[config.mk]
export PLATFORM = sky130hd
export DESIGN_NAME = bandit_environment_flat
export DESIGN_NICKNAME = d
export VERILOG_FILES = /design/src/rtl/bandit_environment_if.sv /design/src/rtl/bandit_environment.sv /design/src/flat_wrapper.sv
export SDC_FILE = /design/constraint.sdc
export NUM_CORES = 1
export LEC_CHECK = 0
export CELL_PAD_IN_SITES_DETAIL_PLACEMENT = 1
export CELL_PAD_IN_SITES_GLOBAL_PLACEMENT = 1
export CORE_ASPECT_RATIO = 0.7
export CORE_MARGIN = 3
export CORE_UTILIZATION = 38
export DETAILED_ROUTE_END_ITERATION = 8
export GPL_TIMING_DRIVEN = 1
export HOLD_SLACK_MARGIN = 0.15
export PLACE_DENSITY = 0.83
export SKIP_LAST_GASP = 1
export SLEW_MARGIN = 0
export SYNTH_ARGS = -nofsm -noshare
export SYNTH_HDL_FRONTEND = slang
export SYNTH_SLANG_ARGS = --single-unit
[constraint.sdc]
create_clock -name clock -period 4.15 [get_ports clock]
set_clock_uncertainty 0.05 [all_clocks]
set_input_delay 1.0375 -clock clock [delete_from_list [all_inputs] [get_ports clock]]
set_output_delay 1.0375 -clock clock [all_outputs]
set_load 0.01 [all_outputs]
[src/rtl/bandit_environment_if.sv]
// Action/reward handshake bundle between the bandit learner (master)
// and the stochastic reward environment (slave).
interface bandit_environment_if;
    logic       action_valid;
    logic [7:0] action_data;
    logic       action_ready;
    logic       reward_valid;
    logic [7:0] reward_data;
    logic       reward_ready;

    modport master (
        output action_valid,
        output action_data,
        output reward_ready,
        input  action_ready,
        input  reward_valid,
        input  reward_data
    );

    modport slave (
        input  action_valid,
        input  action_data,
        input  reward_ready,
        output action_ready,
        output reward_valid,
        output reward_data
    );
endinterface

[src/rtl/bandit_environment.sv]
// Stochastic reward source for the bandit learner: per-action base reward plus
// LFSR noise, saturated to signed 8 bits and returned after a fixed latency.
module bandit_environment #(
    parameter int          LATENCY     = 2,
    parameter int          NOISE_BITS  = 4,
    parameter logic [15:0] SEED        = 16'hACE1,
    parameter int          COUNT_WIDTH = 32
) (
    input  logic                   clock,
    input  logic                   reset,
    bandit_environment_if.slave    bus,
    input  logic [7:0]             best_action,
    input  logic [7:0]             best_reward,
    input  logic [7:0]             other_reward,
    output logic [COUNT_WIDTH-1:0] trial_count,
    output logic [COUNT_WIDTH-1:0] hit_count
);

    typedef enum logic [1:0] {
        IDLE,
        WAIT,
        REWARD
    } state_t;

    localparam logic [7:0] LAT_INIT = 8'(LATENCY - 1);
    localparam int         SIGN_IDX = (NOISE_BITS > 0) ? NOISE_BITS - 1 : 0;

    state_t                 state;
    logic [15:0]            lfsr;
    logic [15:0]            lfsr_next;
    logic [7:0]             lat_count;
    logic                   is_best;
    logic [7:0]             pending_reward;
    logic                   action_ready;
    logic                   reward_valid;
    logic [7:0]             reward_data;
    logic                   accept_is_best;
    logic [7:0]             base_reward;
    logic signed [8:0]      noise;
    logic signed [8:0]      sum;
    logic [7:0]             saturated;

    assign bus.action_ready = action_ready;
    assign bus.reward_valid = reward_valid;
    assign bus.reward_data  = reward_data;

    // Galois LFSR, x^16+x^14+x^13+x^11+1, right-shifting with mask 16'hB400.
    assign lfsr_next = lfsr[0] ? ((lfsr >> 1) ^ 16'hB400) : (lfsr >> 1);

    // The reward is fully determined at the accept edge, so it is computed
    // there and parked; later config changes cannot reach an in-flight reward.
    always_comb begin
        accept_is_best = (bus.action_data == best_action);
        base_reward    = accept_is_best ? best_reward : other_reward;
        noise          = '0;
        if (NOISE_BITS > 0) begin
            for (int i = 0; i < 9; i++) begin
                noise[i] = (i < NOISE_BITS) ? lfsr[i] : lfsr[SIGN_IDX];
            end
        end
        sum = $signed({base_reward[7], base_reward}) + noise;
        if (sum > 9'sd127) begin
            saturated = 8'h7F;
        end else if (sum < -9'sd128) begin
            saturated = 8'h80;
        end else begin
            saturated = sum[7:0];
        end
    end

    always_ff @(posedge clock) begin
        if (reset) begin
            state          <= IDLE;
            lfsr           <= SEED;
            lat_count      <= '0;
            is_best        <= 1'b0;
            pending_reward <= '0;
            action_ready   <= 1'b0;
            reward_valid   <= 1'b0;
            reward_data    <= '0;
            trial_count    <= '0;
            hit_count      <= '0;
        end else begin
            case (state)
                IDLE: begin
                    if (action_ready && bus.action_valid) begin
                        is_best        <= accept_is_best;
                        pending_reward <= saturated;
                        lfsr           <= lfsr_next;
                        lat_count      <= LAT_INIT;
                        action_ready   <= 1'b0;
                        state          <= WAIT;
                    end else begin
                        action_ready <= 1'b1;
                    end
                end
                WAIT: begin
                    if (lat_count == 8'd0) begin
                        reward_valid <= 1'b1;
                        reward_data  <= pending_reward;
                        state        <= REWARD;
                    end else begin
                        lat_count <= lat_count - 8'd1;
                    end
                end
                REWARD: begin
                    if (bus.reward_ready) begin
                        reward_valid <= 1'b0;
                        action_ready <= 1'b1;
                        state        <= IDLE;
                        // Counters stick at all-ones rather than wrapping.
                        if (trial_count != '1) begin
                            trial_count <= trial_count + 1'b1;
                        end
                        if (is_best && (hit_count != '1)) begin
                            hit_count <= hit_count + 1'b1;
                        end
                    end
                end
                default: begin
                    state <= IDLE;
                end
            endcase
        end
    end

endmodule

[src/flat_wrapper.sv]
// flat-port wrapper written by rule: the top's interface ports become plain ports
module bandit_environment_flat 
#(
    parameter int          LATENCY     = 2,
    parameter int          NOISE_BITS  = 4,
    parameter logic [15:0] SEED        = 16'hACE1,
    parameter int          COUNT_WIDTH = 32
)
  (clock, reset, best_action, best_reward, other_reward, trial_count, hit_count, bus_action_valid, bus_action_data, bus_reward_ready, bus_action_ready, bus_reward_valid, bus_reward_data);
  bandit_environment_if bus_i ();
  input  logic clock;
  input  logic reset;
  input  logic [7:0] best_action;
  input  logic [7:0] best_reward;
  input  logic [7:0] other_reward;
  output logic [COUNT_WIDTH-1:0] trial_count;
  output logic [COUNT_WIDTH-1:0] hit_count;
  input wire logic [$bits(bus_i.action_valid)-1:0] bus_action_valid;
  input wire logic [$bits(bus_i.action_data)-1:0] bus_action_data;
  input wire logic [$bits(bus_i.reward_ready)-1:0] bus_reward_ready;
  output wire logic [$bits(bus_i.action_ready)-1:0] bus_action_ready;
  output wire logic [$bits(bus_i.reward_valid)-1:0] bus_reward_valid;
  output wire logic [$bits(bus_i.reward_data)-1:0] bus_reward_data;
  assign bus_i.action_valid = bus_action_valid;
  assign bus_i.action_data = bus_action_data;
  assign bus_i.reward_ready = bus_reward_ready;
  assign bus_action_ready = bus_i.action_ready;
  assign bus_reward_valid = bus_i.reward_valid;
  assign bus_reward_data = bus_i.reward_data;
  bandit_environment #(.LATENCY(LATENCY), .NOISE_BITS(NOISE_BITS), .SEED(SEED), .COUNT_WIDTH(COUNT_WIDTH)) u_core (.clock(clock), .reset(reset), .bus(bus_i), .best_action(best_action), .best_reward(best_reward), .other_reward(other_reward), .trial_count(trial_count), .hit_count(hit_count));
endmodule
### Word-level counts from Yosys, hierarchy flattened

Index checks and enable logic that the tools add are counted.

| cells by class | value |
|---|---|
| magnitude comparators | 2 |
| eq/ne operators | 9 |
| bitwise gates (word level) | 1 |
| $add $sub $neg | 4 |
| reductions and logical operators | 15 |
| multiplexer cells | 17 |

Operator list:

| kind | count |
|---|---|
| 32-bit by 1-bit adder with 32-bit output, second input constant | 2 |
| 32-bit != test, second input constant | 2 |
| 8-bit two-way mux | 5 |
| 16-bit two-way mux | 1 |
| 8-bit case mux with 2 select lines | 1 |
| 3-bit AND reduction | 5 |
| 8-bit by 4-bit adder with 9-bit output | 1 |
| 9-bit by 8-bit greater-than comparator with 1-bit output, second input constant | 1 |
| 9-bit by 8-bit < comparator with 1-bit output, second input constant | 1 |
| 8-bit equality test | 1 |
| 8-bit logical NOT | 1 |
| 8-bit by 1-bit subtractor with 8-bit output, second input constant | 1 |
| 2-bit two-way mux | 3 |
| 2-bit case mux with 3 select lines | 1 |
| 2-bit AND reduction | 3 |
| 2-bit nonzero test | 3 |
| 1-bit two-way mux | 4 |
| 2-bit by 1-bit != test with 1-bit output, second input constant | 2 |
| 2-bit != test, second input constant | 2 |
| 3-bit inverter with 4-bit output | 1 |
| 1-bit case mux with 2 select lines | 2 |
| 2-bit by 1-bit equality test with 1-bit output, second input constant | 1 |
| 2-bit equality test, second input constant | 1 |
| 1-bit logical AND | 2 |
| 2-bit logical NOT | 1 |

| storage, ports and cells | value |
|---|---|
| output and inout port bits | 74 |
| input bits | 36 |
| logic and storage cells | 58 |
| register bits | 109 |

### Logic depth before layout (Yosys ltp)

| logic depth | value |
|---|---|
| depth after elaboration | 6 |
| depth in mapped cells | 13 |

### Worst setup path before layout

OpenSTA, ideal clock, no wires.

| path | value |
|---|---|
| path type | input -> register |
| from | input port best_action[7] |
| to | register u_core.pending_reward[2] |
| path slack | 0.379 ns |
| buffers on the path | 1 |
| stages | 13 |
| arrival time | 3.636 ns |
| cells stage by stage | xor2_1 -> nor4_1 -> nand2_1 -> mux2_2 -> ha_1 -> inv_1 -> fa_1 -> and4b_1 -> a211o_1 -> o221a_2 -> clkbuf_1 -> o211ai_1 -> a211oi_1 |

| between the ends | value |
|---|---|
| cells in the longest elaborated chain, start to end | 6 |
| elaborated cells on any way between the ends | 7 |
| classes of those cells | add/sub (1); order compare (2); eq/ne (1); mux (3) |

RTL lines:

| what | RTL line | RTL |
|---|---|---|
| start: declaration | flat_wrapper.sv:13 | `input logic [7:0] best_action;` |
| 8-bit equality test (*) | bandit_environment.sv:53 | `accept_is_best = (bus.action_data == best_action);` |
| 8-bit two-way mux (*) | bandit_environment.sv:54 | `base_reward = accept_is_best ? best_reward : other_reward;` |
| 8-bit by 4-bit adder with 9-bit output (*) | bandit_environment.sv:61 | `sum = $signed({base_reward[7], base_reward}) + noise;` |
| 9-bit by 8-bit < comparator with 1-bit output | bandit_environment.sv:64 | `end else if (sum < -9'sd128) begin` |
| 8-bit two-way mux | bandit_environment.sv:64 |  |
| 8-bit two-way mux (*) | bandit_environment.sv:62 | `if (sum > 9'sd127) begin` |
| end signal: assignment | bandit_environment.sv:88 | `pending_reward <= saturated;` |
| end: declaration | bandit_environment.sv:33 | `logic [7:0] pending_reward;` |

Mark *: on every way between the ends. The rest lies on a longest branch, timed or not.
A chain may end at the register's enable or synchronous reset.

### Worst setup path in the final report

| path | value |
|---|---|
| from | input port best_action[2] |
| to | register u_core.pending_reward[0] |

The elaborated chain is that of the path after synthesis.

==> flow_metrics.tcl <==
set metrics [dict create \
    gp_congestion 0.852 \
    syn2layout_area_growth_pct 31.9 \
    io_buffers 109 \
    core_area_mm2 0.0135 \
    synthFlopType "dfxtp_1" \
    setup_ws_ns 0.0901 \
    synthCells 630 \
    wl_um 16000 \
    clockBufferDepth 2 \
    grt_pass1_vias 5363 \
    slew_viol_final 0 \
    io_pins 110 \
    grt_overflow 0 \
    die_area_mm2 0.0156 \
    drc 0 \
    fmax_mhz 246 \
    post_drt_wl_per_cell_um 17.1 \
    syn_area_per_cell_um2 8.53 \
    peakVddDrop_v 0.000208 \
    fin_cells 934 \
    clock-sinks 109 \
    start_util_pct 39.8 \
    grt_pass1_wl_um 26700 \
    p_leak_nw 2.59 \
    antenna_found_initial 0 \
    mostFrequentLayoutCells "109 x dfxtp_1, 108 x clkdlybuf4s50_1, 96 x nor2_1" \
    multi_input_area_mm2 0.00306 \
    num_rows 35 \
    required_ns 4.33 \
    ff_latch_area_mm2 0.00218 \
    pre_cts_ws_ns -0.496 \
    synth_area_leaders "dfxtp_1 41%, xor2_1 8.3%, nor2_1 6.7%" \
    dp_cells 918 \
    critPathCaptureType "flop" \
    track_usage_pct 20.6 \
    diodes 0 \
    cts.htree.levels 3 \
    crit_arrival_ns 4.24 \
    drv_cap 0 \
    synthDistinctLibCells 53 \
    final_common_cell "dfxtp_1" \
    rsz0062_at_grt "yes" \
    placed_area_mm2 0.00677 \
    syn_nets 680 \
    yosys_warnings 0 \
    period_share_pct 97.8 \
    async_flop_share_pct 0 \
    path_clk_slew_ns 0.07 \
    cts_tree "done" \
    status "finished, final reports clean" \
    numCtsBuffers 9 \
    clk_latency_ns 0.35 \
    synth_edf_count 0 \
    final_hold_viol_count 0 \
    die_h_um 105 \
    power.density_mw_per_mm2 329 \
    postLayoutCoreUtil_pct 52.5 \
    slew_headroom_pct 31.3 \
    fillers 1603 \
    vias 5030 \
    die_w_um 148 \
    synth_area_mm2 0.00537 \
    grt_max_degree 56 \
    final_nets 796 \
    drive_above_1_share_pct 8.01 \
    start_kind "input pin" \
    whs_ns 0.408 \
    ys_seq_area_share_pct 40.6 \
    final_area_mm2 0.00708 \
    fin_crit_ns 4.06 \
    synth_top_area_share_pct 40.6 \
    drt_iter0_drc 168 \
    ant_nets 0 \
    firstDrtPassIters 4 \
    min_path_type "reg2reg" \
    worstPathMaxFanout 10 \
    hpwl_um 12000 \
    tightest_slew_ns 1.02 \
    viasPerCell 5.39 \
    critPathKind "in2reg" \
    ys_ff_latch 109 \
    cts-root-buf "clkbuf_16" \
    setup_viol_count_final 0 \
    yosysTopAreaCell "dfxtp_1" \
]
## layer usage
layer / GRT usage, % / wire length (um)
met2: 35.2 / 7730
met4: 5.34 / 295
met5: 0 / 0
met3: 3.82 / 579
met1: 26.7 / 7360
## cell usage after synthesis, types with 2 or more instances
cell	number
nand4b_1	4
a31oi_1	7
a21o_1	3
o21ai_0	16
nor4_1	3
clkbuf_1	22
a221oi_1	2
nand4_1	24
a211oi_1	7
mux2_2	9
or4_1	2
nor2_1	96
ha_1	13
nand3_1	28
or3_1	13
and4_1	8
nand2_1	54
inv_1	18
a211o_1	4
nor4_2	2
and3_1	11
xor2_1	51
o211ai_1	5
and4b_1	2
nor3_1	10
mux2i_1	10
or2_2	3
buf_1	2
xnor2_1	19
nor3b_1	4
and2_1	6
dfxtp_1	109
nor2b_1	2
a21oi_1	33
nand3b_1	10
## critical path, cell delays in order
cell             delay, ns
clkdlybuf4s50_1       0.43
xor2_1                0.17
nor4_2                0.33
nand2_1               0.09
buf_4                 0.17
mux2_2                0.28
ha_1                  0.21
inv_1                 0.07
fa_1                  0.19
and4b_1               0.20
a211o_1               0.31
o221a_4               0.28
and2_1                0.17
o211ai_1              0.21
nand2_1               0.08
## registers in the layout, summed over array words and instances (netlist names)
register	flops
u_core.lat_count	8
u_core.bus.reward_valid	1
u_core.bus.action_ready	1
u_core.pending_reward	8
u_core.hit_count	32
u_core.bus.reward_data	8
u_core.trial_count	32
u_core.state	2
u_core.is_best	1
u_core.lfsr	16
## final cells by class
class / instances / area share, %
clock buffers: 10 / 3.23
repair buffers: 131 / 17.8
inverters: 18 / 0.954
flip-flops and latches: 109 / 30.8
well taps: 185 / 3.27
clock inverters: 4 / 0.724
multi-input cells: 477 / 43.2
## power breakdown
group | internal, mW | switching, mW
Clock | 0.462 | 0.375
Combinational | 0.165 | 0.190
Sequential | 1.10 | 0.0447
Total | 1.72 | 0.610
## worst paths after layout
| kind | from | to | slack, ns | cells past startpoint |
|---|---|---|---|---|
| min | u_core.lfsr[8] | u_core.lfsr[8] | 0.41 | 2 |
| min reg2reg | u_core.lfsr[8] | u_core.lfsr[8] | 0.41 | 2 |
| max reg2reg | u_core.state[1] | u_core.hit_count[26] | 1.62 | 6 |
| max | best_action[2] | u_core.pending_reward[0] | 0.09 | 15 |
## timing repair
action	4_1_cts	5_1_grt
endpoints found under the setup margin	7	7
hold buffers	0	0
resized for setup	1	2
setup buffers	2	0
pin swaps	1	3
## metrics by stage
stage / power [mW] / setup TNS (ns)
after global routing: 2.44 / -0.0165
after detailed placement: 1.51 / -3.21
after global placement: 1.49 / -0.760
final: 2.33 / 0
after CTS: 2.35 / 0
after floorplan: 1.38 / 0
## kinds of logic after synthesis
group / count (synthesis) / synth area share (%)
compound gates: 85 / 10.2
xor+xnor: 70 / 11.4
fa+ha+maj: 14 / 3.40
buf+inv: 44 / 3.12
flops: 109 / 40.6
mux: 19 / 3.75
simple gates: 289 / 27.5
Note: power is estimated with default switching activity, not from simulation.
